**config.mk**
```make
export PLATFORM = sky130hd
export DESIGN_NAME = alu_operand_regfile_flat
export DESIGN_NICKNAME = d
export VERILOG_FILES = /design/src/rtl/alu_operand_regfile_pkg.sv /design/src/rtl/alu_operand_regfile_if.sv /design/src/rtl/alu_operand_regfile_reg_clear_fsm.sv /design/src/rtl/alu_operand_regfile.sv /design/src/flat_wrapper.sv
export SDC_FILE = /design/constraint.sdc
export NUM_CORES = 1
export LEC_CHECK = 0
export BUFFER_PORTS_ARGS = -buffer_cell sky130_fd_sc_hd__buf_2
export CORE_MARGIN = 1
export CORE_UTILIZATION = 60
export DETAILED_ROUTE_END_ITERATION = 8
export GPL_ROUTABILITY_DRIVEN = 1
export HOLD_SLACK_MARGIN = 0.1
export PLACE_DENSITY = 0.82
export SLEW_MARGIN = 20
export SYNTH_ARGS = -nofsm -noshare
export SYNTH_HDL_FRONTEND = slang
export SYNTH_SLANG_ARGS = --single-unit
```
**constraint.sdc**
```tcl
create_clock -name CLK -period 2.6 [get_ports CLK]
set_input_delay 0.26 -clock CLK [delete_from_list [all_inputs] [get_ports CLK]]
set_output_delay 0.26 -clock CLK [all_outputs]
set_load 0.1 [all_outputs]
```
**src/rtl/alu_operand_regfile_pkg.sv**
```systemverilog
// Shared constants, state encoding and timing defaults for the ALU operand register file.
`timescale 1ns/1ps
package alu_operand_regfile_pkg;

  localparam int NUM_REGS = 8;
  localparam int DATA_W   = 8;
  localparam int ADDR_W   = 3;

  // Simulation timing shared with the ALU model; the RTL itself is zero-delay.
  localparam int READ_DELAY  = 2;
  localparam int WRITE_DELAY = 1;

  typedef enum logic {
    CLEAR = 1'b0,
    READY = 1'b1
  } state_t;

  function automatic logic is_last_reg(input logic [ADDR_W-1:0] ptr);
    return ptr == ADDR_W'(NUM_REGS - 1);
  endfunction

endpackage

```
**src/rtl/alu_operand_regfile_if.sv**
```systemverilog
// Write-back, flag and read-port signals between the datapath and the register file.
`timescale 1ns/1ps
interface alu_operand_regfile_if #(
  parameter int DATA_W = alu_operand_regfile_pkg::DATA_W,
  parameter int ADDR_W = alu_operand_regfile_pkg::ADDR_W
);
  logic              WRITEENABLE;
  logic [ADDR_W-1:0] WRITEREG;
  logic [DATA_W-1:0] IN;
  logic              ZERO_IN;
  logic              FLAG_WE;
  logic [ADDR_W-1:0] OUT1ADDRESS;
  logic [ADDR_W-1:0] OUT2ADDRESS;
  logic [DATA_W-1:0] OUT1;
  logic [DATA_W-1:0] OUT2;
  logic              ZERO_FLAG;
  logic              BUSY;

  modport master (
    output WRITEENABLE, WRITEREG, IN, ZERO_IN, FLAG_WE, OUT1ADDRESS, OUT2ADDRESS,
    input  OUT1, OUT2, ZERO_FLAG, BUSY
  );

  modport slave (
    input  WRITEENABLE, WRITEREG, IN, ZERO_IN, FLAG_WE, OUT1ADDRESS, OUT2ADDRESS,
    output OUT1, OUT2, ZERO_FLAG, BUSY
  );
endinterface

```
**src/rtl/alu_operand_regfile_reg_clear_fsm.sv**
```systemverilog
// Sequential clear engine: after reset, walks clear_ptr over every register, one per clock.
`timescale 1ns/1ps
module reg_clear_fsm
  import alu_operand_regfile_pkg::*;
(
  input  logic              CLK,
  input  logic              RESET,
  output logic              clear_en,
  output logic [ADDR_W-1:0] clear_ptr,
  output logic              BUSY
);

  state_t state;

  always_ff @(posedge CLK) begin
    if (RESET) begin
      state     <= CLEAR;
      clear_ptr <= '0;
      BUSY      <= 1'b1;
    end else if (state == CLEAR) begin
      clear_ptr <= clear_ptr + 1'b1;
      if (is_last_reg(clear_ptr)) begin
        state <= READY;
        BUSY  <= 1'b0;
      end
    end
  end

  // A held reset keeps the pointer parked and clears nothing.
  assign clear_en = (state == CLEAR) && !RESET;

endmodule

```
**src/rtl/alu_operand_regfile.sv**
```systemverilog
// 8x8 register file feeding ALU DATA1/DATA2, capturing RESULT on write-back and ZERO for branches.
`timescale 1ns/1ps
module alu_operand_regfile
  import alu_operand_regfile_pkg::*;
(
  input  logic                 CLK,
  input  logic                 RESET,
  alu_operand_regfile_if.slave bus
);

  logic [DATA_W-1:0] regs [NUM_REGS];
  logic              clear_en;
  logic [ADDR_W-1:0] clear_ptr;
  logic              busy;
  logic              write_en;
  logic              flag_en;
  logic              zero_flag;

  reg_clear_fsm u_clear (
    .CLK       (CLK),
    .RESET     (RESET),
    .clear_en  (clear_en),
    .clear_ptr (clear_ptr),
    .BUSY      (busy)
  );

  // Reset dominates: an edge with RESET high performs neither a write nor a flag capture.
  assign write_en = bus.WRITEENABLE && !busy && !RESET;
  assign flag_en  = bus.FLAG_WE     && !busy && !RESET;

  always_ff @(posedge CLK) begin
    if (clear_en) begin
      regs[clear_ptr] <= '0;
    end else if (write_en) begin
      regs[bus.WRITEREG] <= bus.IN;
    end
  end

  always_ff @(posedge CLK) begin
    if (RESET) begin
      zero_flag <= 1'b0;
    end else if (flag_en) begin
      zero_flag <= bus.ZERO_IN;
    end
  end

  assign bus.OUT1      = busy ? '0 : regs[bus.OUT1ADDRESS];
  assign bus.OUT2      = busy ? '0 : regs[bus.OUT2ADDRESS];
  assign bus.ZERO_FLAG = zero_flag;
  assign bus.BUSY      = busy;

endmodule

```
**src/flat_wrapper.sv**
```systemverilog
// flat-port wrapper written by rule: the top's interface ports become plain ports
module alu_operand_regfile_flat import alu_operand_regfile_pkg::*;
  (CLK, RESET, bus_WRITEENABLE, bus_WRITEREG, bus_IN, bus_ZERO_IN, bus_FLAG_WE, bus_OUT1ADDRESS, bus_OUT2ADDRESS, bus_OUT1, bus_OUT2, bus_ZERO_FLAG, bus_BUSY);
  alu_operand_regfile_if bus_i ();
  input  logic CLK;
  input  logic RESET;
  input wire logic [$bits(bus_i.WRITEENABLE)-1:0] bus_WRITEENABLE;
  input wire logic [$bits(bus_i.WRITEREG)-1:0] bus_WRITEREG;
  input wire logic [$bits(bus_i.IN)-1:0] bus_IN;
  input wire logic [$bits(bus_i.ZERO_IN)-1:0] bus_ZERO_IN;
  input wire logic [$bits(bus_i.FLAG_WE)-1:0] bus_FLAG_WE;
  input wire logic [$bits(bus_i.OUT1ADDRESS)-1:0] bus_OUT1ADDRESS;
  input wire logic [$bits(bus_i.OUT2ADDRESS)-1:0] bus_OUT2ADDRESS;
  output wire logic [$bits(bus_i.OUT1)-1:0] bus_OUT1;
  output wire logic [$bits(bus_i.OUT2)-1:0] bus_OUT2;
  output wire logic [$bits(bus_i.ZERO_FLAG)-1:0] bus_ZERO_FLAG;
  output wire logic [$bits(bus_i.BUSY)-1:0] bus_BUSY;
  assign bus_i.WRITEENABLE = bus_WRITEENABLE;
  assign bus_i.WRITEREG = bus_WRITEREG;
  assign bus_i.IN = bus_IN;
  assign bus_i.ZERO_IN = bus_ZERO_IN;
  assign bus_i.FLAG_WE = bus_FLAG_WE;
  assign bus_i.OUT1ADDRESS = bus_OUT1ADDRESS;
  assign bus_i.OUT2ADDRESS = bus_OUT2ADDRESS;
  assign bus_OUT1 = bus_i.OUT1;
  assign bus_OUT2 = bus_i.OUT2;
  assign bus_ZERO_FLAG = bus_i.ZERO_FLAG;
  assign bus_BUSY = bus_i.BUSY;
  alu_operand_regfile u_core (.CLK(CLK), .RESET(RESET), .bus(bus_i));
endmodule
```
# Word level (Yosys, flattened, before mapping)
# Memory sizes are Yosys's and may differ from the RTL's.
# Cells that the tools add are included.
# totals
memories	1
output_inout_bits	18
regBits	6
ram_bits	64
in_bits	22
# mem_list
name	words	width	read_ports	rd_clocked_by_memory_dff	wr	line_no	rtl
u_core.regs	8	8	2	0	1	alu_operand_regfile.sv:11	logic [DATA_W-1:0] regs [NUM_REGS];
# classes
eq_ne	1
reduce_logical	9
muxes	12
n_addsub	1
bitwise_logic	1
# op_table
cell	count
$mux W8	3
$mux W1	8
$reduce_or A8 Y1	1
$logic_and A1 B1 Y1	5
$add A3 B1 Y3 const B	1
$eq A3 B3 Y1 const B	1
$mux W3	1
$logic_not A1 Y1	2
$reduce_and A2 Y1	1
$not A1 Y1	1

# Longest topological paths before layout
# Gate-level depths: netlist (run 1).
# logic_depth
depth_word	8
ltp_mapped	5
mapped_depth_nobuf	4

# By module
# From an unflattened synthesis (run 1), not the netlist that was laid out.
# hier_totals
hier_cells	199
area_unflattened_um2	3535.9
# by_module_without_submodules
mod	area_per_inst_um2	instances	cells_each
alu_operand_regfile	3334.4	1	180
reg_clear_fsm	201.4	1	19

# Worst setup path before layout (run 1)
# OpenSTA, ideal clock, no wires.
# synth_timing
path_kind	register to output
startpoint	reg u_core.u_clear.BUSY
endpoint	out bus_OUT1[0]
required_ps	2340
n_path_buf	2
path_stages_with_launch	4
arrival_ps	2453
path_slack_ps	-113
cell_sequence	dfxtp_1 clkbuf_1 clkbuf_1 nor2_1
# synth_between
elab_chain_cells	1
# synth_lines
item	line_no	rtl
start, declared	alu_operand_regfile_reg_clear_fsm.sv:10	output logic BUSY
start signal, assigned	alu_operand_regfile_reg_clear_fsm.sv:19	BUSY <= 1'b1;
start signal, assigned	alu_operand_regfile_reg_clear_fsm.sv:24	BUSY <= 1'b0;
$mux W8	alu_operand_regfile.sv:47	assign bus.OUT1 = busy ? '0 : regs[bus.OUT1ADDRESS];
end, declared	flat_wrapper.sv:14	output wire logic [$bits(bus_i.OUT1)-1:0] bus_OUT1;
# Every way passes these cells.

# Worst setup path in the final report (run 1)
# layout_timing
startpoint	reg u_core.u_clear.BUSY
endpoint	mem u_core.regs[0][1] (enable)
# layout_between
elab_chain_cells	8
# layout_lines
item	line_no	rtl
$logic_not A1 Y1 (*)	alu_operand_regfile.sv:28	assign write_en = bus.WRITEENABLE && !busy && !RESET;
$logic_and A1 B1 Y1 (*) (2 in series)	alu_operand_regfile.sv:28	
$mux W1 (*)	alu_operand_regfile.sv:34	end else if (write_en) begin
$mux W1 (*)	alu_operand_regfile.sv:32	if (clear_en) begin
$mux W1 (implied by the code) (*)	alu_operand_regfile.sv:35	regs[bus.WRITEREG] <= bus.IN;
$reduce_or A8 Y1 (no source line)	n/a	
$mux W3 (no source line) or $mux W1 (tied branches)	n/a	
end, declared	alu_operand_regfile.sv:11	
# Mark *: on every way between the ends. The rest lies on a longest branch, timed or not.

==> results_dict.tcl, run 1 <==
set metrics [dict create \
    status "completed" \
    core_um2 5570 \
    cts_setup_buffers 0 \
    slew_viol_final 0 \
    fill_cells 363 \
    seq_area_um2 2040 \
    antenna_found_initial 0 \
    setup_viol 0 \
    synth.most_common_cell "edfxtp_1" \
    drtIter0Drc 166 \
    grt_max_degree 22 \
    finClkSkew_ps 8.57 \
    floorplan.initialDensity_pct 63.3 \
    die_x_um 78.7 \
    ios 40 \
    cpMaxStageDelayCell "nor2_1" \
    clockBufferDepth 2 \
    first_global_vias 2021 \
    final_hold_viol_count 0 \
    syn_to_final_growth_pct 12.2 \
    path_delay_family "simple AND/OR/NAND/NOR gates" \
    viasPerCell 6.25 \
    clkTransAtPathRegs_ps 60 \
    post-route-util_pct 71.0 \
    synth_async_sr_flop_share_pct 0 \
    dr.pass1.iters 4 \
    r2r_slack_ps 410 \
    root_buffer "clkbuf_8" \
    grtUsageTotal_pct 25.5 \
    dpl.hpwl_um 4570 \
    syn-cell-area_um2 3530 \
    crit_required_ps 2570 \
    synth_common_cells "edfxtp_1 (64), nor2_1 (31), mux4_1 (27)" \
    synth_fp_nets 223 \
    critPathKind "reg -> reg" \
    hp-class "in -> reg" \
    dpl_cell_area_um2 3730 \
    p_leak_uw 0.00141 \
    cts_tree "built" \
    place_ws_ps 449 \
    critPathMaxStageDelay_ps 740 \
    ys.flop_type "edfxtp_1" \
    arrival_ps 2160 \
    max_freq_mhz 457 \
    grt_pass1_wl_um 10700 \
    crit_fanout 21 \
    route.detailed.drc 0 \
    multiInputGateArea_um2 1370 \
    period_share_pct 84.2 \
    rsz0062_at_grt "no" \
    die_h_um 78.7 \
    final_antenna_net_count 0 \
    cts_buffers 9 \
    diodes 0 \
    p_per_area_nw_per_um2 631 \
    cts-htree-levels 3 \
    yosys_warnings 0 \
    fin_crit_ps 2190 \
    cp-start-kind "flop" \
    peakVddDrop_mv 0.540 \
    vias 1970 \
    insertion_delay_ps 350 \
    synth_area_leaders "edfxtp_1 (54%), mux4_1 (20%), mux2i_1 (6.5%), dfxtp_1 (3.4%), nor2_1 (3.3%)" \
    synth_edf_count 64 \
    synth_top_cell_by_area "edfxtp_1" \
    std_cell_rows 27 \
    gr-total-overflow 0 \
    avgSynthCellArea_um2 17.7 \
    clock-sinks 70 \
    ys_ff_latch 70 \
    max_slew_margin_pct 38.2 \
    setup_tns_ps 0 \
    cp-end-kind "flop" \
    fin_nets 262 \
    wire_per_inst_um 22.0 \
    layout.cells.non_filler 315 \
    cp.buffers_inverters 1 \
    routabilityCongestion 0.737 \
    stdcell_area_um2 3960 \
    yosysUniqueCellTypes 22 \
    setup_slack_ps 412 \
    postCtsHoldBufs 0 \
    port_buffers 39 \
    cts_resized 0 \
    path_cells "buf_4 > nor4bb_1 > o21bai_1 > nor2_1" \
    tightestPinTransition_ps 923 \
    dieArea_um2 6190 \
    yosysSeqAreaShare_pct 57.9 \
    drive_above_1_share_pct 25.1 \
    drv_cap 0 \
    postSynthCellCount 199 \
    routed_wl_um 6920 \
    dp.cells 299 \
    yosysTopAreaCellShare_pct 54.5 \
]
-- final timing paths --
kind	start	to	cells past startpoint
max reg2reg	u_core.u_clear.BUSY	u_core.regs[0][1]	4
min	bus_ZERO_IN	u_core.bus.ZERO_FLAG	3
max	u_core.u_clear.BUSY	u_core.regs[0][1]	4
min reg2reg	u_core.bus.ZERO_FLAG	u_core.bus.ZERO_FLAG	2
-- metrics by stage --
step           total power, uW  hold slack [ps]
2_1_floorplan             1460              407
3_3_place_gp              1500              470
3_5_place_dp              1500              485
4_1_cts                   2500              152
5_1_grt                   2560              186
6_report                  2490              152
-- worst min-delay path, cell delays in order --
cell     delay [ps]
buf_2            70
mux2i_1          60
nor2_1           70
-- routing by layer --
layer / share of wire [%] / GRT usage [%] / vias up
met3: 4.7 / 8.02 / 10
met5: 0 / 0 / -
met1: 40 / 29.5 / 1006
met2: 53 / 44.5 / 61
li1: - / - / 893
met4: 1.7 / 9.26 / 0
-- logic make-up (layout without fill, tap and decap cells) --
logic type / after synthesis / in the layout / share of synthesized area (%)
flops: 70 / 70 / 57.9
mux: 55 / 55 / 29.8
simple gates: 53 / 53 / 7.41
buf+inv: 15 / 59 / 3.26
compound gates: 3 / 3 / 0.638
fa+ha+maj: 2 / 2 / 0.709
xor+xnor: 1 / 1 / 0.248
-- placed cells by master, fill, tap and decap left out --
cell / synthesis / layout
mux2i_1: 23 / 23
buf_4: 1 / 4
nor4bb_1: 1 / 1
bufinv_16: 0 / 3
and4bb_2: 1 / 1
nor2_1: 31 / 31
o21bai_1: 1 / 1
clkbuf_1: 4 / 2
edfxtp_1: 64 / 64
dfxtp_1: 6 / 6
clkbuf_8: 0 / 9
nand4b_1: 1 / 1
ha_1: 2 / 2
mux4_2: 5 / 5
nand2_1: 2 / 2
and2_1: 8 / 8
nor2b_1: 7 / 7
a21o_1: 2 / 2
xor2_1: 1 / 1
nand2b_1: 2 / 2
clkinv_1: 0 / 2
buf_2: 6 / 39
mux4_1: 27 / 27
-- state kept, by name, indices dropped and copies added, names as in the netlist --
signal	flops
u_core.u_clear.BUSY	1
u_core.regs	64
u_core.u_clear.state	1
u_core.u_clear.clear_ptr	3
u_core.bus.ZERO_FLAG	1
-- where the power goes --
part / total, uW / internal (uW) / switching [uW]
clock: 1020 / 631 / 384
combinational: 203 / 97.5 / 105
sequential: 1280 / 1260 / 21.1
-- cell type report --
class                           count  share of cell area [%]
Multi-Input combinational cell    114                    34.6
Clock buffer                       11                    3.32
Timing Repair Buffer               43                    5.69
Tap cell                           72                    2.28
Sequential cell                    70                    51.6
Clock inverter                      5                    2.47
No activity file was read; power rests on OpenSTA's default activity.
==> run 2: changes to the inputs <==
--- a/config.mk
+++ b/config.mk
@@ -5,13 +5,14 @@
 export SDC_FILE = /design/constraint.sdc
 export NUM_CORES = 1
 export LEC_CHECK = 0
+export ABC_AREA = 1
 export BUFFER_PORTS_ARGS = -buffer_cell sky130_fd_sc_hd__buf_2
 export CORE_MARGIN = 1
-export CORE_UTILIZATION = 60
+export CORE_UTILIZATION = 53
 export DETAILED_ROUTE_END_ITERATION = 8
 export GPL_ROUTABILITY_DRIVEN = 1
 export HOLD_SLACK_MARGIN = 0.1
-export PLACE_DENSITY = 0.82
+export PLACE_DENSITY = 0.76
 export SLEW_MARGIN = 20
 export SYNTH_ARGS = -nofsm -noshare
 export SYNTH_HDL_FRONTEND = slang
==> constraint.sdc (replaced) <==
create_clock -name CLK -period 1.9 [get_ports CLK]
set_input_delay 0.19 -clock CLK [delete_from_list [all_inputs] [get_ports CLK]]
set_output_delay 0.19 -clock CLK [all_outputs]
set_load 0.1 [all_outputs]
==> run 2 against run 1 <==
  * Register-to-register slack got worse by 140 ps
  * Setup slack got worse by 340 ps
  * Clock power increased by 17%
==> results_dict.tcl, run 2 <==
set metrics [dict create \
    status "completed" \
    cts-htree-levels 3 \
    dr.pass1.iters 9 \
    setup_viol 0 \
    path_cells "dlygate4sd3_1 > buf_2 > nor2_4 > nand3_4 > nand2_1 > nand3_1 > nor2_1 > buf_4" \
    peakVddDrop_mv 0.581 \
    vias 3575 \
    wire_per_inst_um 15.7 \
    std_cell_rows 31 \
    tightestPinTransition_ps 488 \
    die_x_um 88.3 \
    postSynthCellCount 508 \
    gr-total-overflow 0 \
    routabilityCongestion 0.966 \
    largest_register "u_core.regs" \
    crit_fanout 13 \
    slew_viol_final 0 \
    drtIter0Drc 583 \
    synth_async_sr_flop_share_pct 0 \
    dieArea_um2 7800 \
    insertion_delay_ps 330 \
    fill_cells 601 \
    route.detailed.drc 0 \
    p_per_area_nw_per_um2 689 \
    cts_buffers 9 \
    antenna_found_initial 0 \
    ys.flop_type "edfxtp_1" \
    yosysSeqAreaShare_pct 51.7 \
    cp-end-kind "flop" \
    avgSynthCellArea_um2 7.78 \
    yosysTopAreaCellShare_pct 48.6 \
    mostFrequentLayoutCells "nand2_1 (173), nand3_1 (81), inv_1 (79)" \
    synth_fp_nets 532 \
    synth_area_leaders "edfxtp_1 (49%), nand2_1 (16%), nand3_1 (10%), inv_1 (7.5%), nor2_1 (5.0%)" \
    ios 40 \
    dpl.hpwl_um 7180 \
    synth_top_cell_by_area "edfxtp_1" \
    synth_common_cells "nand2_1 (173), nand3_1 (81), inv_1 (79)" \
    first_global_vias 3338 \
    fin_nets 581 \
    drv_cap 0 \
    setup_slack_ps 76.7 \
    finClkSkew_ps 4.02 \
    die_h_um 88.3 \
    routed_wl_um 10300 \
    max_slew_margin_pct 67.7 \
    grt_max_degree 33 \
    cp-start-kind "input port" \
    reg_top3 "u_core.regs x64, u_core.u_clear.clear_ptr x3" \
    whs_ps 119 \
    syn_to_final_growth_pct 22.5 \
    hp-class "in -> reg" \
    p_leak_uw 0.00228 \
    floorplan.initialDensity_pct 54.8 \
    arrival_ps 1870 \
    grtUsageTotal_pct 28.8 \
    critPathMaxStageDelay_ps 540 \
    grt_pass1_wl_um 16400 \
    diodes 0 \
    yosys_warnings 0 \
    final_hold_viol_count 0 \
    clock-sinks 70 \
    drive_above_1_share_pct 18.3 \
    period_share_pct 96.0 \
    path_delay_family "buffers and inverters" \
    viasPerCell 5.41 \
    syn-cell-area_um2 3950 \
    clockBufferDepth 2 \
    setup_tns_ps 0 \
    crit_required_ps 1950 \
    synth.most_common_cell "nand2_1" \
    ys_ff_latch 70 \
    clkTransAtPathRegs_ps 70 \
    fin_crit_ps 1820 \
    cts_tree "built" \
    max_freq_mhz 548 \
    core_um2 7210 \
    cp.buffers_inverters 3 \
    root_buffer "clkbuf_8" \
    synth_edf_count 64 \
    largest_reg_flops 64 \
    place_ws_ps 288 \
    layout.cells.most_common "nand2_1" \
    critPathKind "in -> reg" \
    final_antenna_net_count 0 \
    yosysUniqueCellTypes 20 \
    rsz0062_at_grt "no" \
    port_buffers 39 \
    cpMaxStageDelayCell "dlygate4sd3_1" \
]
-- run 2: changes by cell type after synthesis, sizes merged, moves of 7 or more --
cell,delta
buf,+13
nor2b,-7
mux2i,-23
nand3,+82
inv,+81
mux4,-32
nor2,+23
nand2,+175
and2,-8
-- run 2: path summary, 6_finish.rpt --
check | start | end | slack [ps] | cells after the start
hold / removal | bus_FLAG_WE | u_core.bus.ZERO_FLAG | 120 | 3
hold reg to reg | u_core.bus.ZERO_FLAG | u_core.bus.ZERO_FLAG | 500 | 2
setup / recovery | RESET | u_core.regs[4][5] | 80 | 8
setup reg to reg | u_core.u_clear.BUSY | u_core.regs[4][5] | 270 | 6
-- run 2: final cells by class --
type / instances / area [um2] / area share (%)
clock inverter: 5 / 57.6 / 1.19
sequential: 70 / 2050 / 42.3
tap: 99 / 124 / 2.56
clock buffer: 11 / 141 / 2.92
multi-input combinational: 329 / 1500 / 31.0
inverter: 82 / 308 / 6.36
timing repair buffer: 65 / 661 / 13.7
-- run 2: power breakdown --
part	internal (uW)	switching (uW)	total, uW
Combinational	143	285	428
Sequential	1700	18.1	1720
Clock	645	544	1190
Total	2490	847	3340
-- run 2: worst register-to-register path, delay by kind of cell, from the launching register on --
kind	cells	cell delay, ps
buffers and inverters	1	170
AND/OR/NAND/NOR	5	810
flip-flops	1	360
-- run 2: layer usage --
layer	vias to the layer above	share of wire (%)	GRT usage, %
met3	38	9.3	5.97
met1	1637	40	37.5
met4	0	3.2	14.7
li1	1687	-	-
met5	-	0	0
met2	213	48	45.9
-- run 2: cells by family (layout without fill, tap and decap cells) --
family	Yosys count	count (layout)	synth area share, %
compound gates	8	8	1.01
fa+ha+maj	2	2	0.633
flops	70	70	51.7
simple gates	318	318	33.9
buf+inv	109	163	12.6
xor+xnor	1	1	0.222
-- run 2: timing repair --
action / 4_1_cts / 5_1_grt
gates resized for setup: 0 / 0
hold buffers: 2 / 0
hold endpoints to repair: 2 / 0
setup buffers: 0 / 0
-- run 2: through the flow --
step	area (um2)	total power (uW)	util, %	instances
after floorplan	4050	2050	-	508
after global placement	4620	2150	64.0	643
after CTS	4840	3350	67.1	661
after global routing	4840	3460	67.1	661
final	4840	3340	67.1	661
after detailed placement	4620	2170	64.0	643
